**src/rtl/best_stream.sv**
```systemverilog
// best_stream: streaming per-generation best selector with all-time tracking.
// Ports: clk, rst_n, clear, mode_min, in_valid/in_ready/in_fitness/in_last,
//   out_valid/out_ready, best_index, best_fitness, gen_count,
//   all_best_fitness, all_best_index, all_best_gen, all_valid, len_err.
module best_stream #(
  parameter int WIDTH = 27,
  parameter int N     = 16,
  parameter int IDX_W = 8,
  parameter int GEN_W = 16
) (
  input  logic                    clk,
  input  logic                    rst_n,
  input  logic                    clear,
  input  logic                    mode_min,
  input  logic                    in_valid,
  output logic                    in_ready,
  input  logic signed [WIDTH-1:0] in_fitness,
  input  logic                    in_last,
  output logic                    out_valid,
  input  logic                    out_ready,
  output logic [IDX_W-1:0]        best_index,
  output logic signed [WIDTH-1:0] best_fitness,
  output logic [GEN_W-1:0]        gen_count,
  output logic signed [WIDTH-1:0] all_best_fitness,
  output logic [IDX_W-1:0]        all_best_index,
  output logic [GEN_W-1:0]        all_best_gen,
  output logic                    all_valid,
  output logic                    len_err
);

  localparam logic [IDX_W-1:0] LAST = IDX_W'(N - 1);

  logic [IDX_W-1:0]        r_cnt;
  logic [GEN_W-1:0]        r_gen;
  logic                    r_mode;
  logic signed [WIDTH-1:0] r_run_fit;
  logic [IDX_W-1:0]        r_run_idx;
  logic                    r_out_valid;
  logic [IDX_W-1:0]        r_best_idx;
  logic signed [WIDTH-1:0] r_best_fit;
  logic [GEN_W-1:0]        r_gen_count;
  logic signed [WIDTH-1:0] r_all_fit;
  logic [IDX_W-1:0]        r_all_idx;
  logic [GEN_W-1:0]        r_all_gen;
  logic                    r_all_valid;
  logic                    r_len_err;

  logic                    w_ready;
  logic                    w_acc;
  logic                    w_first;
  logic                    w_mode;
  logic                    w_take;
  logic signed [WIDTH-1:0] w_cand_fit;
  logic [IDX_W-1:0]        w_cand_idx;
  logic                    w_at_last;
  logic                    w_end;
  logic                    w_all_take;

  assign w_ready   = !r_out_valid || out_ready;
  // A clear in the same cycle discards the sample.
  assign w_acc     = in_valid && w_ready && !clear;
  assign w_first   = (r_cnt == '0);
  // The mode latched for this generation; on the first sample it is live.
  assign w_mode    = w_first ? mode_min : r_mode;
  // First sample always loads so the most negative value can win.
  assign w_take    = w_first ||
                     (w_mode ? (in_fitness < r_run_fit)
                             : (in_fitness > r_run_fit));
  assign w_cand_fit = w_take ? in_fitness : r_run_fit;
  assign w_cand_idx = w_take ? r_cnt : r_run_idx;
  assign w_at_last  = (r_cnt == LAST);
  assign w_end      = w_acc && (w_at_last || in_last);
  assign w_all_take = !r_all_valid ||
                      (w_mode ? (w_cand_fit < r_all_fit)
                              : (w_cand_fit > r_all_fit));

  always_ff @(posedge clk or negedge rst_n) begin
    if (!rst_n) begin
      r_cnt       <= '0;
      r_gen       <= '0;
      r_mode      <= 1'b0;
      r_run_fit   <= '0;
      r_run_idx   <= '0;
      r_best_idx  <= '0;
      r_best_fit  <= '0;
      r_gen_count <= '0;
      r_all_fit   <= '0;
      r_all_idx   <= '0;
      r_all_gen   <= '0;
      r_all_valid <= 1'b0;
      r_len_err   <= 1'b0;
    end else if (clear) begin
      r_cnt       <= '0;
      r_gen       <= '0;
      r_all_fit   <= '0;
      r_all_idx   <= '0;
      r_all_gen   <= '0;
      r_all_valid <= 1'b0;
    end else if (w_acc) begin
      r_run_fit <= w_cand_fit;
      r_run_idx <= w_cand_idx;
      if (w_first) r_mode <= mode_min;
      // Length mismatch: last flag early, or missing at index N-1.
      if (w_at_last != in_last) r_len_err <= 1'b1;
      if (w_end) begin
        r_cnt       <= '0;
        r_best_idx  <= w_cand_idx;
        r_best_fit  <= w_cand_fit;
        r_gen_count <= r_gen;
        r_gen       <= r_gen + 1'b1;
        if (w_all_take) begin
          r_all_fit   <= w_cand_fit;
          r_all_idx   <= w_cand_idx;
          r_all_gen   <= r_gen;
          r_all_valid <= 1'b1;
        end
      end else begin
        r_cnt <= r_cnt + 1'b1;
      end
    end
  end

  always_ff @(posedge clk or negedge rst_n) begin
    if (!rst_n) begin
      r_out_valid <= 1'b0;
    end else if (w_end) begin
      r_out_valid <= 1'b1;
    end else if (out_ready) begin
      r_out_valid <= 1'b0;
    end
  end

  assign in_ready         = w_ready;
  assign out_valid        = r_out_valid;
  assign best_index       = r_best_idx;
  assign best_fitness     = r_best_fit;
  assign gen_count        = r_gen_count;
  assign all_best_fitness = r_all_fit;
  assign all_best_index   = r_all_idx;
  assign all_best_gen     = r_all_gen;
  assign all_valid        = r_all_valid;
  assign len_err          = r_len_err;

endmodule

```
**config.mk**
```make
export PLATFORM = sky130hd
export DESIGN_NAME = best_stream
export DESIGN_NICKNAME = d
export VERILOG_FILES = /design/src/rtl/best_stream.sv
export SDC_FILE = /design/constraint.sdc
export NUM_CORES = 1
export LEC_CHECK = 0
export CAP_MARGIN = 20
export CORE_UTILIZATION = 25
export CTS_BUF_LIST = sky130_fd_sc_hd__clkbuf_8
export CTS_CLUSTER_DIAMETER = 60
export CTS_CLUSTER_SIZE = 28
export DETAILED_ROUTE_END_ITERATION = 12
export HOLD_SLACK_MARGIN = 0.05
export PLACE_DENSITY = 0.42
export SETUP_SLACK_MARGIN = 0.1
export SLEW_MARGIN = 10
export SYNTH_ARGS = -nofsm -noshare
export SYNTH_HDL_FRONTEND = slang
export SYNTH_SLANG_ARGS = --single-unit
```
**constraint.sdc**
```tcl
create_clock -name clk -period 5.2 [get_ports clk]
set_input_delay 1.04 -clock clk [delete_from_list [all_inputs] [get_ports clk]]
set_output_delay 1.04 -clock clk [all_outputs]
set_load 0.005 [all_outputs]
```
==> insert_results.sql, run 1 <==
INSERT INTO impl_metrics (metric_group, metric, value, unit) VALUES
('place', 'portBuffers', '139', ''),
('yosys', 'postSynth.asyncResetShare', '1.00', ''),
('yosys', 'post_synthesis_register_bit_count', '165', ''),
('timing', 'hold_violations', '0', ''),
('timing', 'finClkSkew', '0.0207', 'ns'),
('status', 'violations_in_the_final_reports', 'setup timing', ''),
('yosys', 'synth.cell_area', '0.00867', 'mm²'),
('worst_setup_path', 'worst-r2r-cell-count', '27', ''),
('timing', 'setup-violations-final', '52', ''),
('timing', 'setup_repair_after_global_routing_missed_its_margin', 'yes', ''),
('clock_network', 'cts_root_buf', 'sky130_fd_sc_hd__clkbuf_8', ''),
('detailed_routing', 'drt.antenna.violating_nets', '0', ''),
('finish', 'finish.cell_count_without_fillers', '1554', ''),
('clock_network', 'worst_skew_pair.late_latency', '0.47', 'ns'),
('yosys', 'yosys_most_used_dff', 'sky130_fd_sc_hd__dfrtp_1', ''),
('power', 'cellLeakagePower', '5.83', 'nW'),
('yosys', 'seq_area_frac_synth', '0.476', ''),
('clock_network', 'clkSlewWorstSetupHoldPaths', '0.11', 'ns'),
('clock_network', 'tritoncts', 'yes', ''),
('timing', 'fmax', '178', 'MHz'),
('timing', 'min_period', '5.61', 'ns'),
('min_path', 'worst_hold_path.num_cells', '1', ''),
('finish', 'final_layout_size_suffix_gt1_frac', '0.311', ''),
('yosys', 'ys_warn_count', '0', ''),
('place', 'dp_hpwl', '18700', 'µm'),
('die', 'fp.dieH', '188', 'µm'),
('die', 'chipWidth', '188', 'µm'),
('detailed_routing', 'drt_pass1_iterations', '5', ''),
('place', 'globalplace.congestion', '0.789', ''),
('finish', 'area.sequential', '0.00413', 'mm²'),
('yosys', 'library_cells_used_by_synthesis', '50', ''),
('global_routing', 'via_count_of_the_first_global_routing_pass', '7312', ''),
('finish', 'area_of_the_multi_input_gates', '0.00454', 'mm²'),
('min_path', 'hold_class', 'reg -> reg', ''),
('worst_setup_path', 'crit_fanout', '7', ''),
('yosys', 'syn_nets', '910', ''),
('worst_setup_path', 'worst_ep_required_time', '5.54', 'ns'),
('global_routing', 'track_usage', '0.161', ''),
('die', 'core_region_area', '0.0339', 'mm²'),
('power', 'vdd.ir_drop.worst', '0.000195', 'V'),
('yosys', 'synth.avg_cell_area', '10.6', 'µm²'),
('worst_setup_path', 'timing_worst_setup_path_type', 'in -> reg', ''),
('min_path', 'min_to', 'len_err', ''),
('die', 'starting_utilization_of_the_core_area', '0.256', ''),
('global_routing', 'grt_remaining_overflow', '0', ''),
('detailed_routing', 'total_wire_length', '28300', 'µm'),
('status', 'run_status', 'finished with violations', ''),
('finish', 'design.final.nets', '1185', ''),
('clock_network', 'max-clock-path-buffers', '2', ''),
('yosys', 'post_synth_inst_count', '818', ''),
('finish', 'n_antenna_cell', '0', ''),
('detailed_routing', 'first_iter_violations', '426', ''),
('global_routing', 'antenna_found_initial', '0', ''),
('timing', 'slew-limit-headroom', '0.382', ''),
('worst_setup_path', 'critical_path_arrival', '5.95', 'ns'),
('timing', 'worstMarginPinSlew', '0.927', 'ns'),
('detailed_routing', 'vias_per_cell', '4.61', ''),
('clock_network', 'h_tree_depth', '4', ''),
('global_routing', 'first_pass_grt_wire_length', '43600', 'µm'),
('clock_network', 'cts_inserted_buffers', '17', ''),
('detailed_routing', 'detailroute.via_count', '7169', ''),
('die', 'io_pins', '140', ''),
('power', 'powerDensity', '459', 'mW/mm²'),
('min_path', 'origin_of_the_worst_min_delay_path', 'len_err', ''),
('global_routing', 'grt_max_degree', '94', ''),
('die', 'area_of_the_die', '0.0354', 'mm²'),
('timing', 'setup_ws', '-0.408', 'ns'),
('worst_setup_path', 'setup.worst_path.end_class', 'flop', ''),
('detailed_routing', 'count_of_unresolved_drc_violations_after_routing', '0', ''),
('die', 'site_rows', '67', ''),
('flow_run', 'timing.max_cap.violations', '0', '');
cell families (layout without fill, tap and decap cells):
group / after synthesis / count (layout) / synth area share
and+or+nand+nor: 181 / 181 / 0.0979
AOI/OAI and AO/OA: 179 / 179 / 0.148
DFF: 165 / 165 / 0.476
buffers and inverters: 126 / 414 / 0.0591
muxes: 96 / 96 / 0.120
adders and majority gates: 58 / 58 / 0.0837
xor gates and xnor gates: 13 / 13 / 0.0153
area by class of cell:
cell class | count | area share
multi-input cells | 527 | 0.352
repair buffers | 296 | 0.227
well taps | 448 | 0.0434
inverters | 86 | 0.0250
clock buffers | 18 | 0.0192
clock inverters | 14 | 0.0142
flip-flops and latches | 165 | 0.320
how the worst max path moves through the flow:
stage	start	to	slack, ns	cells after the start
global placement	in_fitness[4]	all_best_fitness[5]	-1.29	22
global route	in_fitness[4]	all_best_index[0]	-0.55	27
detailed placement	in_fitness[4]	all_best_fitness[6]	-1.27	22
finish	in_fitness[4]	all_best_index[0]	-0.41	27
CTS	in_fitness[4]	all_best_gen[3]	-0.26	24
floorplan	in_fitness[4]	all_best_fitness[1]	-0.47	22
cells in the final DEF (no fill, tap or decap), types with 31 or more instances in the layout:
cell and instances:
sky130_fd_sc_hd__dfrtp_1 165, sky130_fd_sc_hd__buf_4 125, sky130_fd_sc_hd__clkdlybuf4s50_1 111, sky130_fd_sc_hd__inv_1 79, sky130_fd_sc_hd__nor2_1 62, sky130_fd_sc_hd__mux2_2 57, sky130_fd_sc_hd__nand2_1 49, sky130_fd_sc_hd__a21oi_1 46
sky130_fd_sc_hd__a22o_1 42, sky130_fd_sc_hd__ha_1 37, sky130_fd_sc_hd__mux2i_1 31
power by group:
group	internal, mW	switching [mW]
registers	1.55	0.173
clock network	0.388	0.616
logic	1.79	1.41
metal layers:
layer | share of wire | GRT usage | vias up
li1 | - | - | 3462
met1 | 0.48 | 0.220 | 3560
met2 | 0.47 | 0.265 | 134
met3 | 0.037 | 0.0305 | 13
met4 | 0.012 | 0.0341 | 0
met5 | 0 | 0 | -
cells in the mapped netlist (2+ instances only):
library cell,number,area (µm²)
sky130_fd_sc_hd__nor2b_1,3,18.8
sky130_fd_sc_hd__xor2_1,11,96.3
sky130_fd_sc_hd__o21ai_0,24,120
sky130_fd_sc_hd__nor4_1,4,25.0
sky130_fd_sc_hd__clkbuf_1,29,109
sky130_fd_sc_hd__ha_1,58,726
sky130_fd_sc_hd__inv_2,6,22.5
sky130_fd_sc_hd__nand2_1,52,195
sky130_fd_sc_hd__a22o_1,42,368
sky130_fd_sc_hd__a31oi_1,3,18.8
sky130_fd_sc_hd__nand3_1,16,80.1
sky130_fd_sc_hd__o2bb2ai_1,9,78.8
sky130_fd_sc_hd__buf_2,5,25.0
sky130_fd_sc_hd__a21oi_1,57,285
sky130_fd_sc_hd__o21a_1,2,15.0
sky130_fd_sc_hd__mux2_2,58,653
sky130_fd_sc_hd__a21o_1,8,60.1
sky130_fd_sc_hd__a222oi_1,19,190
sky130_fd_sc_hd__buf_6,3,33.8
sky130_fd_sc_hd__a211oi_1,4,30.0
sky130_fd_sc_hd__nor2_1,63,236
sky130_fd_sc_hd__mux2i_1,37,370
sky130_fd_sc_hd__and3_1,7,43.8
sky130_fd_sc_hd__nand4_1,14,87.6
sky130_fd_sc_hd__dfrtp_1,165,4130
sky130_fd_sc_hd__nor3_1,4,20.0
sky130_fd_sc_hd__or3_1,3,18.8
sky130_fd_sc_hd__o41ai_1,2,17.5
sky130_fd_sc_hd__inv_1,80,300
sky130_fd_sc_hd__and2_1,8,50.1
sky130_fd_sc_hd__buf_4,3,22.5
critical path, cell delays in order:
cell                        delay [ns]
sky130_fd_sc_hd__buf_8            0.10
sky130_fd_sc_hd__ha_4             0.21
sky130_fd_sc_hd__a21o_1           0.19
sky130_fd_sc_hd__nand3_2          0.09
sky130_fd_sc_hd__a21oi_2          0.07
sky130_fd_sc_hd__or4_4            0.53
sky130_fd_sc_hd__a21oi_4          0.28
sky130_fd_sc_hd__buf_6            0.15
sky130_fd_sc_hd__mux2_4           0.31
sky130_fd_sc_hd__a211oi_4         0.22
sky130_fd_sc_hd__buf_12           0.18
sky130_fd_sc_hd__mux2i_4          0.24
sky130_fd_sc_hd__inv_2            0.07
sky130_fd_sc_hd__ha_4             0.21
sky130_fd_sc_hd__nor2b_4          0.11
sky130_fd_sc_hd__o21a_1           0.16
sky130_fd_sc_hd__o21a_1           0.20
sky130_fd_sc_hd__o41ai_2          0.19
sky130_fd_sc_hd__nand2_1          0.16
sky130_fd_sc_hd__o41ai_2          0.37
sky130_fd_sc_hd__a2bb2oi_2        0.14
sky130_fd_sc_hd__buf_4            0.15
sky130_fd_sc_hd__buf_4            0.12
sky130_fd_sc_hd__buf_4            0.13
sky130_fd_sc_hd__nand2_4          0.09
sky130_fd_sc_hd__buf_12           0.13
sky130_fd_sc_hd__o2bb2ai_1        0.07
sequential cells by signal, indices dropped and copies added, names as in the netlist:
signal            count
all_best_fitness     27
best_index            8
all_valid             1
r_run_fit            27
r_mode                1
gen_count            16
best_fitness         27
all_best_gen         16
all_best_index        8
out_valid             1
r_gen                16
r_cnt                 8
r_run_idx             8
len_err               1
repair_timing:
action                                  CTS  global route
gates cloned                              9             2
gates resized for setup                 129            29
setup buffers                            33            13
pin swaps                                63            11
endpoints found under the setup margin   52            52
per-stage QoR:
step / setup WS [ns] / area (µm²) / hold WS, ns / total power [mW]
3_5_place_dp: -1.27 / 11400 / 0.448 / 4.30
2_1_floorplan: -0.473 / 8800 / 0.451 / 3.12
3_3_place_gp: -1.29 / 11400 / 0.441 / 4.28
5_1_grt: -0.551 / 12900 / 0.499 / 6.35
4_1_cts: -0.260 / 12700 / 0.474 / 5.81
6_report: -0.408 / 12900 / 0.468 / 5.92
No activity file was read; power rests on OpenSTA's default activity.
==> inputs of run 2 (changes only) <==
--- a/config.mk
+++ b/config.mk
@@ -13,6 +13,7 @@
 export DETAILED_ROUTE_END_ITERATION = 12
 export HOLD_SLACK_MARGIN = 0.05
 export PLACE_DENSITY = 0.42
+export RECOVER_POWER = 100
 export SETUP_SLACK_MARGIN = 0.1
 export SLEW_MARGIN = 10
 export SYNTH_ARGS = -nofsm -noshare
==> run 2 against run 1 <==
Against the previous run:
- the run ends with capacitance limit, slew limit, setup timing left
- total power decreased by 1.2%
- setup slack improved by 0.0030 ns
- sequential cell count unchanged
- count of clock-buffer cells in the layout unchanged
- register-to-register slack about the same
- sequential share of layout area about the same
- clock power about the same
- maximum frequency about the same
- die area unchanged
- sequential power about the same
- critical path depth unchanged
- critical path type unchanged
- largest cell class unchanged
==> insert_results.sql, run 2 (same netlist as run 1, synthesis figures left out) <==
INSERT INTO impl_metrics (metric_group, metric, value, unit) VALUES
('detailed_routing', 'drt_pass1_iterations', '5', ''),
('worst_setup_path', 'regToRegStartpoint', 'r_run_fit[4]', ''),
('timing', 'fin_crit_sh', '1.08', ''),
('finish', 'layout_filler_cell_count', '3420', ''),
('clock_network', 'tritoncts', 'yes', ''),
('flow_run', 'timing.max_cap.violations', '1', ''),
('detailed_routing', 'route.detailed.wl_per_inst', '18.2', 'µm'),
('power', 'p_int', '3.67', 'mW'),
('status', 'run_status', 'finished with violations', ''),
('min_path', 'hold_class', 'reg -> reg', ''),
('timing', 'setup_ws', '-0.406', 'ns'),
('worst_setup_path', 'slowest_stage_delay_cp', '0.53', 'ns'),
('global_routing', 'grt_remaining_overflow', '0', ''),
('finish', 'design.final.nets', '1185', ''),
('worst_setup_path', 'critical_path_arrival', '5.95', 'ns'),
('worst_setup_path', 'r2r_setup_slack', '-0.21', 'ns'),
('timing', 'max_transition_viols_final', '94', ''),
('die', 'site_rows', '67', ''),
('timing', 'finClkSkew', '0.0210', 'ns'),
('global_routing', 'via_count_of_the_first_global_routing_pass', '7312', ''),
('power', 'switching_share', '0.373', ''),
('worst_setup_path', 'setup.worst_path.end_class', 'flop', ''),
('timing', 'setup-violations-final', '52', ''),
('clock_network', 'max-clock-path-buffers', '2', ''),
('timing', 'fmax', '178', 'MHz'),
('detailed_routing', 'total_wire_length', '28200', 'µm'),
('worst_setup_path', 'cpMostUsedCell', 'sky130_fd_sc_hd__buf_4', ''),
('detailed_routing', 'first_iter_violations', '409', ''),
('worst_setup_path', 'timing_worst_setup_path_type', 'in -> reg', ''),
('die', 'fp.dieH', '188', 'µm'),
('worst_setup_path', 'worst_ep_required_time', '5.55', 'ns'),
('clock_network', 'clkSlewWorstSetupHoldPaths', '0.11', 'ns'),
('place', 'portBuffers', '139', ''),
('power', 'powerDensity', '454', 'mW/mm²'),
('clock_network', 'clock_sink_count', '165', ''),
('die', 'chipWidth', '188', 'µm'),
('timing', 'hold_violations', '0', ''),
('timing', 'setup_total_negative_slack', '-19.71', 'ns'),
('clock_network', 'cts_root_buf', 'sky130_fd_sc_hd__clkbuf_8', ''),
('min_path', 'worst_hold_path.num_cells', '1', ''),
('clock_network', 'cts_inserted_buffers', '17', ''),
('min_path', 'origin_of_the_worst_min_delay_path', 'len_err', ''),
('detailed_routing', 'vias_per_cell', '4.63', ''),
('status', 'violations_in_the_final_reports', 'capacitance limit, slew limit, setup timing', ''),
('worst_setup_path', 'worstReg2RegEnd', 'all_best_index[0]', ''),
('timing', 'worstMarginPinSlew', '2.45', 'ns'),
('detailed_routing', 'drt.antenna.violating_nets', '0', ''),
('timing', 'slew-limit-headroom', '-0.634', ''),
('finish', 'final_layout_size_suffix_gt1_frac', '0.310', ''),
('place', 'dp_hpwl', '18700', 'µm'),
('timing', 'setup_repair_after_global_routing_missed_its_margin', 'yes', ''),
('power', 'power.net_switching', '2.19', 'mW'),
('finish', 'final_cell_mix', 'sky130_fd_sc_hd__dfrtp_1, sky130_fd_sc_hd__buf_4, sky130_fd_sc_hd__dlygate4sd3_1', ''),
('worst_setup_path', 'worst-r2r-cell-count', '27', ''),
('finish', 'n_antenna_cell', '0', ''),
('power', 'pwr-share-comb', '0.536', ''),
('detailed_routing', 'count_of_unresolved_drc_violations_after_routing', '0', ''),
('power', 'share_of_power_burned_in_registers', '0.293', ''),
('global_routing', 'grt_max_degree', '94', ''),
('min_path', 'min_to', 'len_err', ''),
('clock_network', 'worst_skew_pair.late_latency', '0.47', 'ns'),
('power', 'power.share.clock', '0.171', ''),
('global_routing', 'antenna_found_initial', '0', ''),
('global_routing', 'track_usage', '0.161', ''),
('timing', 'min_period', '5.61', 'ns'),
('place', 'dp_slack', '-1.27', 'ns'),
('finish', 'mostFrequentLayoutCell', 'sky130_fd_sc_hd__dfrtp_1', ''),
('global_routing', 'first_pass_grt_wire_length', '43600', 'µm'),
('clock_network', 'h_tree_depth', '4', ''),
('die', 'io_pins', '140', ''),
('power', 'cellLeakagePower', '6.04', 'nW'),
('die', 'core_region_area', '0.0339', 'mm²'),
('die', 'starting_utilization_of_the_core_area', '0.256', ''),
('worst_setup_path', 'critPathSlowestCell', 'sky130_fd_sc_hd__or4_4', ''),
('worst_setup_path', 'crit_fanout', '7', ''),
('worst_setup_path', 'crit_path_start_kind', 'primary input', ''),
('detailed_routing', 'detailroute.via_count', '7199', ''),
('finish', 'layout-area-overhead-vs-synth', '48.6', '%'),
('power', 'vdd.ir_drop.worst', '0.000194', 'V'),
('die', 'area_of_the_die', '0.0354', 'mm²'),
('place', 'globalplace.congestion', '0.789', '');
==> run 2: cell count changes in the layout (fill, tap and decap cells not counted) <==
cell                              previous run  this run
sky130_fd_sc_hd__buf_4                     125       122
sky130_fd_sc_hd__clkbuf_2                    5         8
sky130_fd_sc_hd__buf_6                      10         9
sky130_fd_sc_hd__clkbuf_1                    0         1
sky130_fd_sc_hd__clkdlybuf4s50_1           111         9
sky130_fd_sc_hd__dlygate4sd3_1               0       102
==> run 2: timing repair <==
item / in CTS / in global routing
setup buffers: 33 / 13
resized for setup: 129 / 29
pin swaps: 63 / 11
hold buffers: 0 / 0
cloned: 9 / 2
endpoints found under the setup margin: 52 / 52
hold endpoints to repair: 0 / 0
==> run 2: worst max-delay path, delay by kind of cell <==
kind / cells / cell delay, ns
AND/OR/NAND/NOR: 5 / 0.98
multiplexers: 2 / 0.55
buffers and inverters: 8 / 1.03
adder cells (fa/ha/maj): 2 / 0.42
AO/OA/AOI/OAI: 10 / 1.89
==> run 2: power groups by stage <==
stage	Sequential, mW	Combinational [mW]	Clock, mW
2_1_floorplan	1.72	1.39	0
3_5_place_dp	1.75	2.55	0
5_1_grt	1.76	3.42	1.10
3_3_place_gp	1.75	2.53	0
4_1_cts	1.73	3.04	1.05
6_report	1.72	3.14	1.00
==> run 2: through the flow <==
step / instances / total power, mW / utilization / instance area, µm² / hold slack, ns
floorplan: 818 / 3.12 / - / 8800 / 0.451
detailed placement: 1465 / 4.30 / 0.336 / 11400 / 0.448
global route: 1554 / 6.28 / 0.381 / 12900 / 0.494
finish: 1554 / 5.85 / 0.381 / 12900 / 0.463
global placement: 1465 / 4.28 / 0.336 / 11400 / 0.441
CTS: 1539 / 5.81 / 0.374 / 12700 / 0.474
==> run 2: area by class of cell <==
cell class	count	area [µm²]	area share
Clock inverter	14	183	0.0142
Sequential cell	165	4130	0.320
Tap cell	448	561	0.0435
Clock buffer	18	248	0.0192
Timing Repair Buffer	296	2910	0.226
Inverter	86	323	0.0250
Multi-Input combinational cell	527	4540	0.352
==> run 2: worst max-delay path by stage <==
stage / depth (start not counted) / from / to / slack (ns)
floorplan: 22 / in_fitness[4] / all_best_fitness[1] / -0.47
global placement: 22 / in_fitness[4] / all_best_fitness[5] / -1.29
detailed placement: 22 / in_fitness[4] / all_best_fitness[6] / -1.27
CTS: 24 / in_fitness[4] / all_best_gen[3] / -0.26
global route: 27 / in_fitness[4] / all_best_index[0] / -0.55
finish: 27 / in_fitness[4] / all_best_index[0] / -0.41
==> run 2: per-layer routing <==
metal | vias up | GRT usage | share of wire
li1 | 3470 | - | -
met5 | - | 0 | 0
met3 | 13 | 0.0305 | 0.037
met2 | 149 | 0.265 | 0.48
met4 | 0 | 0.0341 | 0.012
met1 | 3567 | 0.220 | 0.47
